[config.mk]
export PLATFORM = sky130hd
export DESIGN_NAME = alu_iterative
export DESIGN_NICKNAME = d
export VERILOG_FILES = /design/src/rtl/alu_iterative.sv
export SDC_FILE = /design/constraint.sdc
export NUM_CORES = 1
export LEC_CHECK = 0
export CAP_MARGIN = 20
export CORE_MARGIN = 3
export CORE_UTILIZATION = 30
export CTS_BUF_LIST = sky130_fd_sc_hd__clkbuf_16
export DETAILED_ROUTE_END_ITERATION = 7
export RECOVER_POWER = 25
export SYNTH_ARGS = -nofsm -noshare
export SYNTH_HDL_FRONTEND = slang
export SYNTH_SLANG_ARGS = --single-unit
[constraint.sdc]
create_clock -name clk -period 8.6 [get_ports clk]
set_input_delay 2.58 -clock clk [delete_from_list [all_inputs] [get_ports clk]]
set_output_delay 2.58 -clock clk [all_outputs]
set_load 0.02 [all_outputs]
[src/rtl/alu_iterative.sv]
// rtl/alu_iterative.sv - iterative ALU with single-cycle logic ops and multi-cycle MUL/DIV
module alu_iterative #(
   parameter int WIDTH = 16,
   parameter int OPW   = 4
) (
   input  logic             clk,
   input  logic             rst,
   input  logic [15:0]      inst,
   input  logic             start,
   input  logic [WIDTH-1:0] register_A_in,
   input  logic [WIDTH-1:0] register_B_in,
   input  logic             Z_in,
   input  logic             N_in,
   input  logic             C_in,
   output logic [WIDTH-1:0] register_A_out,
   output logic [WIDTH-1:0] register_B_out,
   output logic             Z_out,
   output logic             N_out,
   output logic             C_out,
   output logic             busy,
   output logic             done
);

   // Counter only ever holds 1..WIDTH, so this width is enough and it never wraps.
   localparam int CW = $clog2(WIDTH + 1);

   localparam logic [OPW-1:0] OP_ADD = OPW'(4'b0100);
   localparam logic [OPW-1:0] OP_SUB = OPW'(4'b0101);
   localparam logic [OPW-1:0] OP_AND = OPW'(4'b0110);
   localparam logic [OPW-1:0] OP_OR  = OPW'(4'b0111);
   localparam logic [OPW-1:0] OP_XOR = OPW'(4'b1000);
   localparam logic [OPW-1:0] OP_MUL = OPW'(4'b1001);
   localparam logic [OPW-1:0] OP_DIV = OPW'(4'b1010);

   typedef enum logic [1:0] {
      IDLE = 2'd0,
      EXEC = 2'd1,
      DONE = 2'd2
   } state_t;

   state_t               state;
   logic [OPW-1:0]       op_q;
   logic [WIDTH-1:0]     a_q;
   logic [WIDTH-1:0]     b_q;
   logic                 z_q;
   logic                 n_q;
   logic                 c_q;
   // Shared MUL/DIV working register: upper half is accumulator/remainder,
   // lower half is multiplier/dividend being shifted out.
   logic [2*WIDTH-1:0]   work_q;
   logic [CW-1:0]        cnt_q;

   logic [OPW-1:0]       op_in;
   logic                 iter_in;

   logic [WIDTH:0]       mul_sum;
   logic [WIDTH:0]       div_shift;
   logic [WIDTH:0]       div_diff;
   logic                 div_ge;
   logic [2*WIDTH-1:0]   step_next;

   logic [WIDTH:0]       add_sum;
   logic [WIDTH-1:0]     res_a;
   logic [WIDTH-1:0]     res_b;
   logic                 res_z;
   logic                 res_n;
   logic                 res_c;
   logic                 res_defined;

   logic                 unused_bits;

   assign op_in   = inst[15 -: OPW];
   assign iter_in = (op_in == OP_MUL) || (op_in == OP_DIV);

   // Only the opcode field of inst matters; the top of the DIV subtraction
   // result is always zero when it is selected.
   assign unused_bits = ^{inst[15-OPW:0], div_shift[WIDTH], div_diff[WIDTH]};

   // One shift-add (MUL) or restoring shift-subtract (DIV) step on the working register.
   always_comb begin
      mul_sum   = {1'b0, work_q[2*WIDTH-1:WIDTH]} + (work_q[0] ? {1'b0, b_q} : {(WIDTH+1){1'b0}});
      div_shift = {work_q[2*WIDTH-1:WIDTH], work_q[WIDTH-1]};
      div_ge    = (div_shift >= {1'b0, b_q});
      div_diff  = div_shift - {1'b0, b_q};
      step_next = work_q;
      if (op_q == OP_MUL) begin
         step_next = {mul_sum, work_q[WIDTH-1:1]};
      end else if (op_q == OP_DIV) begin
         step_next = {(div_ge ? div_diff[WIDTH-1:0] : div_shift[WIDTH-1:0]),
                      work_q[WIDTH-2:0], div_ge};
      end
   end

   // Final result and flags, valid in the last EXEC cycle (MUL/DIV use the final step).
   always_comb begin
      add_sum     = {1'b0, a_q} + {1'b0, b_q};
      res_a       = a_q;
      res_b       = b_q;
      res_c       = c_q;
      res_defined = 1'b1;
      case (op_q)
         OP_ADD: begin
            res_a = add_sum[WIDTH-1:0];
            res_c = add_sum[WIDTH];
         end
         OP_SUB: begin
            res_a = a_q - b_q;
            res_c = (a_q >= b_q);
         end
         OP_AND: res_a = a_q & b_q;
         OP_OR:  res_a = a_q | b_q;
         OP_XOR: res_a = a_q ^ b_q;
         OP_MUL: begin
            res_a = step_next[WIDTH-1:0];
            res_b = step_next[2*WIDTH-1:WIDTH];
            res_c = |step_next[2*WIDTH-1:WIDTH];
         end
         OP_DIV: begin
            if (b_q == '0) begin
               // Divide by zero: saturated quotient, dividend as remainder, C flags the error.
               res_a = '1;
               res_b = a_q;
               res_c = 1'b1;
            end else begin
               res_a = step_next[WIDTH-1:0];
               res_b = step_next[2*WIDTH-1:WIDTH];
               res_c = 1'b0;
            end
         end
         default: res_defined = 1'b0;
      endcase
      if (res_defined) begin
         res_z = (res_a == '0);
         res_n = res_a[WIDTH-1];
      end else begin
         res_z = z_q;
         res_n = n_q;
      end
   end

   // Control FSM with registered busy/done and result registers updated on entry to DONE.
   always_ff @(posedge clk) begin
      if (rst) begin
         state          <= IDLE;
         busy           <= 1'b0;
         done           <= 1'b0;
         register_A_out <= '0;
         register_B_out <= '0;
         Z_out          <= 1'b0;
         N_out          <= 1'b0;
         C_out          <= 1'b0;
         op_q           <= '0;
         a_q            <= '0;
         b_q            <= '0;
         z_q            <= 1'b0;
         n_q            <= 1'b0;
         c_q            <= 1'b0;
         work_q         <= '0;
         cnt_q          <= '0;
      end else begin
         case (state)
            IDLE: begin
               busy <= 1'b0;
               done <= 1'b0;
               if (start) begin
                  op_q   <= op_in;
                  a_q    <= register_A_in;
                  b_q    <= register_B_in;
                  z_q    <= Z_in;
                  n_q    <= N_in;
                  c_q    <= C_in;
                  work_q <= {{WIDTH{1'b0}}, register_A_in};
                  cnt_q  <= iter_in ? CW'(WIDTH) : CW'(1);
                  busy   <= 1'b1;
                  state  <= EXEC;
               end
            end
            EXEC: begin
               work_q <= step_next;
               if (cnt_q == CW'(1)) begin
                  register_A_out <= res_a;
                  register_B_out <= res_b;
                  Z_out          <= res_z;
                  N_out          <= res_n;
                  C_out          <= res_c;
                  busy           <= 1'b0;
                  done           <= 1'b1;
                  state          <= DONE;
               end else begin
                  cnt_q <= cnt_q - CW'(1);
               end
            end
            DONE: begin
               done  <= 1'b0;
               state <= IDLE;
            end
            default: begin
               busy  <= 1'b0;
               done  <= 1'b0;
               state <= IDLE;
            end
         endcase
      end
   end

endmodule

==> results of run 1 <==
==> placed cells by master (no fill, tap or decap), drive strengths merged, types with 10 or more instances in the layout <==
master         synthesis  layout
nand2b                14      14
o211ai                19      19
clkdlybuf4s50          0      68
a211oi                22      22
a311oi                12      12
o31ai                 10      10
a22o                  11      11
a221oi                18      18
nor4                  12      12
a22oi                 31      31
nor2                 127     127
dfxtp                115     115
a21o                  15      15
nor3                  31      31
and2                  22      22
clkbuf                64      22
xor2                  11      11
buf                   17      12
a21oi                130     130
xnor2                 23      23
nand2                197     197
o22ai                 11      11
inv                   66      68
ha                    82      82
nand3                 25      25
o21ai                 58      58
nor2b                 10      10
==> registers in the layout (all words and copies together) (netlist names) <==
name and flops:
cnt_q 5, busy 1, n_q 1, done 1
register_B_out 16, work_q 32, C_out 1, register_A_out 16
a_q 16, c_q 1, b_q 16, z_q 1
op_q 4, state 2, N_out 1, Z_out 1
==> per-stage QoR <==
step,area (um^2),util,cells
final,11200,0.362,1739
after global placement,10600,0.343,1707
after CTS,11200,0.362,1739
after floorplan,9530,-,1299
after detailed placement,10600,0.343,1708
after global routing,11200,0.362,1739
==> worst max-delay path, delay by kind of cell <==
kind | cells | cell delay (ns)
and+or+nand+nor | 2 | 1.07
buffers and inverters | 2 | 2.35
AOI/OAI and AO/OA | 1 | 0.29
==> routing by layer <==
layer  global-route usage  up-vias  wire (um)  share of wire
met5                    0        -          0              0
met3               0.0444       71       3080          0.082
met4               0.0714        0       1010          0.027
met2                0.340      480      16500           0.44
met1                0.308     4861      17200           0.45
li1                     -     4789          -              -
==> path summary, 6_finish.rpt <==
check                                    endpoint  slack [ns]  depth (start not counted)
setup / recovery           work_q[9]$_SDFFE_PP0P_        2.60                          5
hold / removal    register_A_out[14]$_SDFFE_PP0P_        0.46                          2
setup reg to reg               Z_out$_SDFFE_PP0P_        3.08                         12
hold reg to reg   register_A_out[14]$_SDFFE_PP0P_        0.46                          2
==> cell type report <==
class,count,area [um^2]
fill,3266,19700
multi-input combinational,1037,6670
sequential,115,2300
timing repair buffer,94,877
tap,396,495
clock buffer,17,425
inverter,66,248
clock inverter,14,165
==> power by group through the flow <==
stage	Clock (mW)	Combinational [mW]	Sequential [mW]
6_report	0.754	0.530	0.609
5_1_grt	0.784	0.577	0.613
4_1_cts	0.757	0.521	0.608
3_5_place_dp	0	0.518	0.619
3_3_place_gp	0	0.515	0.618
2_1_floorplan	0	0.356	0.608
==> synthesized netlist by cell type, types with 15 or more instances <==
library cell | number | area (um^2)
o211ai_1 | 18 | 135
clkbuf_1 | 64 | 240
nor3_1 | 31 | 155
a21oi_1 | 128 | 641
a221oi_1 | 17 | 149
dfxtp_1 | 115 | 2300
nand3_1 | 25 | 125
inv_1 | 66 | 248
a22oi_1 | 31 | 233
a21o_1 | 15 | 113
ha_1 | 82 | 1030
a211oi_1 | 21 | 158
and2_1 | 18 | 113
xnor2_1 | 23 | 201
o21ai_0 | 52 | 260
nand2_1 | 196 | 736
nor2_1 | 127 | 477
==> cells by family after synthesis <==
group,share of synthesized area
adder cells (fa/ha/maj),0.116
XOR/XNOR,0.0313
multiplexers,0.0135
buffers and inverters,0.0608
AO/OA/AOI/OAI,0.304
AND/OR/NAND/NOR,0.233
flip-flops,0.242
==> reports/qor.yml, run 1 <==
finalSetupViolCount: 0
dieArea_um2: 33900
initial_core_util: 0.308
place_hpwl_um: 27900
critPathLaunchType: "primary input"
finalCriticalPeriod_ns: 6.00
hold_buffers: 0
synth.ff_latch_count: 115
gp_congestion: 0.942
grt_pass1_wl_um: 57900
critPathLaunch: "rst"
tightest_slew_ns: 2.55
postCtsSetupRepairBufs: 0
synth_edf_count: 0
worst_slack_ns: 2.60
io_buffers: 78
cts_buffers: 17
rows: 64
area_growth_pct: 17.4
min_period_over_period: 0.697
status: "complete, but fails checks"
ys_seq_area_frac: 0.242
slowest_delay_ns: 1.86
ys.flop_type: "dfxtp_1"
core_um2: 30900
fin_hold_ws_ns: 0.456
power.share.clock: 0.398
worstHoldStart: "register_A_out[14]$_SDFFE_PP0P_"
num_antenna_cells: 0
setup_tns_ns: 0
wl_um: 37800
finalMaxSlewViolations: 88
drtIter0Drc: 1126
power_switching_mw: 0.682
fin_skew_ns: 0.0135
syn-num-nets: 1439
cts_sinks: 115
synth_cell_types: 92
holdCritPathClass: "reg -> reg"
antenna_found_initial: 0
drive_gt1_frac: 0.0551
synth_cells: 1299
netlist_area_um2: 9530
crit_slowest_cell: "clkbuf_1"
clockBufferDepth: 2
die_h_um: 184
p_per_area_nw_per_um2: 169
fin_nets: 1471
rsz0062_at_grt: "no"
pwr-share-seq: 0.322
crit_path_end_kind: "register"
cts-root-buf: "clkbuf_16"
postRouteAntennaNets: 0
maxCapViolCount: 2
pre_cts_ws_ns: 3.46
cp.required_ns: 8.92
grt.total_usage: 0.220
vias: 10200
r2r-start: "op_q[0]$_SDFFE_PP0P_"
synth.avg_cell_area_um2: 7.33
avgViaCountPerCell: 5.87
slew_headroom: -0.698
clk_latency_ns: 0.44
fmax_mhz: 167
drc_errors: 0
fp.dieW_um: 184
peakVddDrop_mv: 0.113
critPathMaxFanout: 52
yosysWarnings: 0
grt_start_max_net_pins: 53
comb_power_share: 0.280
p_int_mw: 1.21
grt_pass1_vias: 9647
wire_per_inst_um: 21.7
hold_violations: 0
arrival_ns: 6.32
path_class: "in -> reg"
leakagePower_nw: 4.19
cts_tree: "yes"
violations: "capacitance limit, slew limit"
h-tree-depth: 4
total_power_mw: 1.89
pin_count: 91
cp_cell_sequence: "buf_2, clkbuf_1, nand2b_1, nor2_1, a221o_1"
async_flop_share: 0
grt_overflow: 0
path_clk_slew_ns: 0.06
first_pass_iters: 6
post_cts_resized: 0
switching_share: 0.360
Note: power is estimated with default switching activity, not from simulation.
==> run 2, diff against run 1 <==
clock period = 5.6 ns   (was 8.6 ns; I/O delays follow)
==> run 2 against run 1 <==
Against the previous run:
- the run still ends with capacitance limit, slew limit left
- worst setup slack lost 1.2 ns
- sequential power grew 53%
- count of clock-buffer cells in the layout is the same
- global-route usage is essentially flat
- combinational power grew 56%
==> reports/qor.yml, run 2 (same netlist as run 1, synthesis figures left out) <==
use_met2: 0.336  # -0.00445
finalSetupViolCount: 0  # unchanged
worstHoldStart: "register_A_out[14]$_SDFFE_PP0P_"
io_buffers: 78  # unchanged
p_per_area_nw_per_um2: 258  # +52%
grt_pass1_vias: 9799  # +1.6%
grt_overflow: 0  # unchanged
holdCritPathClass: "reg -> reg"
reg2reg_depth: 12  # unchanged
post_cts_resized: 0  # unchanged
rsz0062_at_grt: "no"
grt_util_met3: 0.0478  # +0.00336
leakagePower_nw: 4.18  # -0.22%
drtIter0Drc: 1147  # +1.9%
critPathMaxFanout: 64  # +23%
path_clk_slew_ns: 0.06  # about the same
die_h_um: 184  # unchanged
mostFrequentLayoutCells: "nand2_1, a21oi_1, nor2_1, dfxtp_1, ha_1"
min_period_over_period: 0.742
num_antenna_cells: 0  # unchanged
first_pass_iters: 6  # unchanged
setup_tns_ns: 0  # unchanged
drive_gt1_frac: 0.0601  # +0.00503
antenna_found_initial: 0  # unchanged
arrival_ns: 4.35  # -1.97 ns
grt_start_max_net_pins: 65  # +23%
crit_slowest_cell: "clkbuf_1"
fillers: 3300  # +1.0%
critPathBufInv: 2  # unchanged
slowest_delay_ns: 2.05  # +0.19 ns
fin_hold_ws_ns: 0.453  # -0.00356 ns
cp_cell_sequence: "buf_2, clkbuf_1, nor3_1"
postRouteAntennaNets: 0  # unchanged
wire_per_inst_um: 21.9  # +0.77%
avgViaCountPerCell: 5.90  # +0.63%
cp.required_ns: 5.80  # -3.12 ns
wl_um: 38100  # +1.0%
seq_area_um2: 2300  # unchanged
place_inst: 1711  # +0.18%
dieArea_um2: 33900  # unchanged
cts_buffers: 17  # unchanged
cts_sinks: 115  # unchanged
violations: "capacitance limit, slew limit"
slew_headroom: -0.871  # -0.173
core_um2: 30900  # unchanged
fin_cells: 1743  # +0.23%
rows: 64  # unchanged
grt_util_met1: 0.307  # -0.00132
crit_end: "register_B_out[6]$_SDFFE_PP0P_"
cts-root-buf: "clkbuf_16"
cts_tree: "yes"
critPathLaunch: "rst"
regMostFlops: "work_q"
hold_violations: 0  # unchanged
fin_nets: 1475  # +0.27%
pin_count: 91  # unchanged
postCtsSetupRepairBufs: 0  # unchanged
grt-busiest-layer: "met2"
drc_errors: 0  # unchanged
fmax_mhz: 241
grt.total_usage: 0.220  # about the same
peakVddDrop_mv: 0.187  # +66%
vias: 10300  # +0.86%
finalMaxSlewViolations: 105  # +19%
rrSetupSlack_ns: 1.56  # -1.52 ns
hold_buffers: 0  # unchanged
h-tree-depth: 4  # unchanged
tightest_slew_ns: 2.81  # +0.259 ns
finalCriticalPeriod_ns: 4.16
grt_pass1_wl_um: 58300  # +0.70%
multi_input_area_um2: 6670  # about the same
crit_path_end_kind: "register"
place_hpwl_um: 28300  # +1.3%
initial_core_util: 0.308  # unchanged
maxCapViolCount: 2  # unchanged
cp_num_cells: 3  # -2
path_class: "in -> reg"
final_common_cell: "nand2_1"
worstReg2RegEnd: "C_out$_SDFFE_PP0P_"
critPathLaunchType: "primary input"
critical-path-top-delay-family: "buffers and inverters"
clk_latency_ns: 0.44  # about the same
clockBufferDepth: 2  # unchanged
fp.dieW_um: 184  # unchanged
fin_skew_ns: 0.0108  # -0.00268 ns
utilization: 0.363  # +0.00101
r2r-start: "b_q[14]$_SDFFE_PP0P_"
status: "complete, but fails checks"
gp_congestion: 0.968  # +2.8%
area_growth_pct: 17.7
largest_register_ffs: 32  # unchanged
==> run 2: changes by cell type in the layout (fill, tap and decap cells not counted), moves of 2 or more <==
cell	change
inv_6	+3
clkdlybuf4s50_1	+8
clkbuf_1	-2
buf_4	+6
clkinv_2	-3
dlygate4sd3_1	-8
==> run 2: per-stage QoR <==
stage / power (mW) / setup WS (ns) / area (um^2)
floorplan: 1.48 / 2.48 / 9530
global placement: 1.75 / 1.65 / 10600
detailed placement: 1.75 / 1.65 / 10600
CTS: 2.87 / 1.62 / 11200
global route: 3.00 / 1.02 / 11200
finish: 2.89 / 1.44 / 11200
==> run 2: area by class of cell <==
cell class | count | area share
multi-input cells | 1037 | 0.595
flip-flops and latches | 115 | 0.205
repair buffers | 98 | 0.0816
well taps | 396 | 0.0442
clock buffers | 17 | 0.0380
inverters | 66 | 0.0221
clock inverters | 14 | 0.0138
==> run 2: worst min-delay path by stage <==
stage | slack [ns] | cells past startpoint | to
after detailed placement | 0.45 | 2 | register_A_out[14]$_SDFFE_PP0P_
after global routing | 0.49 | 2 | n_q$_SDFFE_PP0P_
final | 0.45 | 2 | register_A_out[14]$_SDFFE_PP0P_
after floorplan | 0.44 | 2 | n_q$_SDFFE_PP0P_
after CTS | 0.46 | 2 | register_A_out[14]$_SDFFE_PP0P_
after global placement | 0.44 | 2 | register_A_out[14]$_SDFFE_PP0P_
==> run 2: layer usage <==
layer	routed length, um	part of all wire
met5	0	0
met4	1160	0.030
met3	3510	0.092
met2	16200	0.42
met1	17300	0.45
==> run 2: power breakdown <==
group / switching [mW] / internal [mW]
Clock: 0.469 / 0.658
Combinational: 0.524 / 0.304
Sequential: 0.0691 / 0.865
==> run 2: tightest hold or removal path, cell delays in order, from the launching register on <==
cell     delay, ns
dfxtp_1       0.31
nand2_1       0.05
a21oi_1       0.05
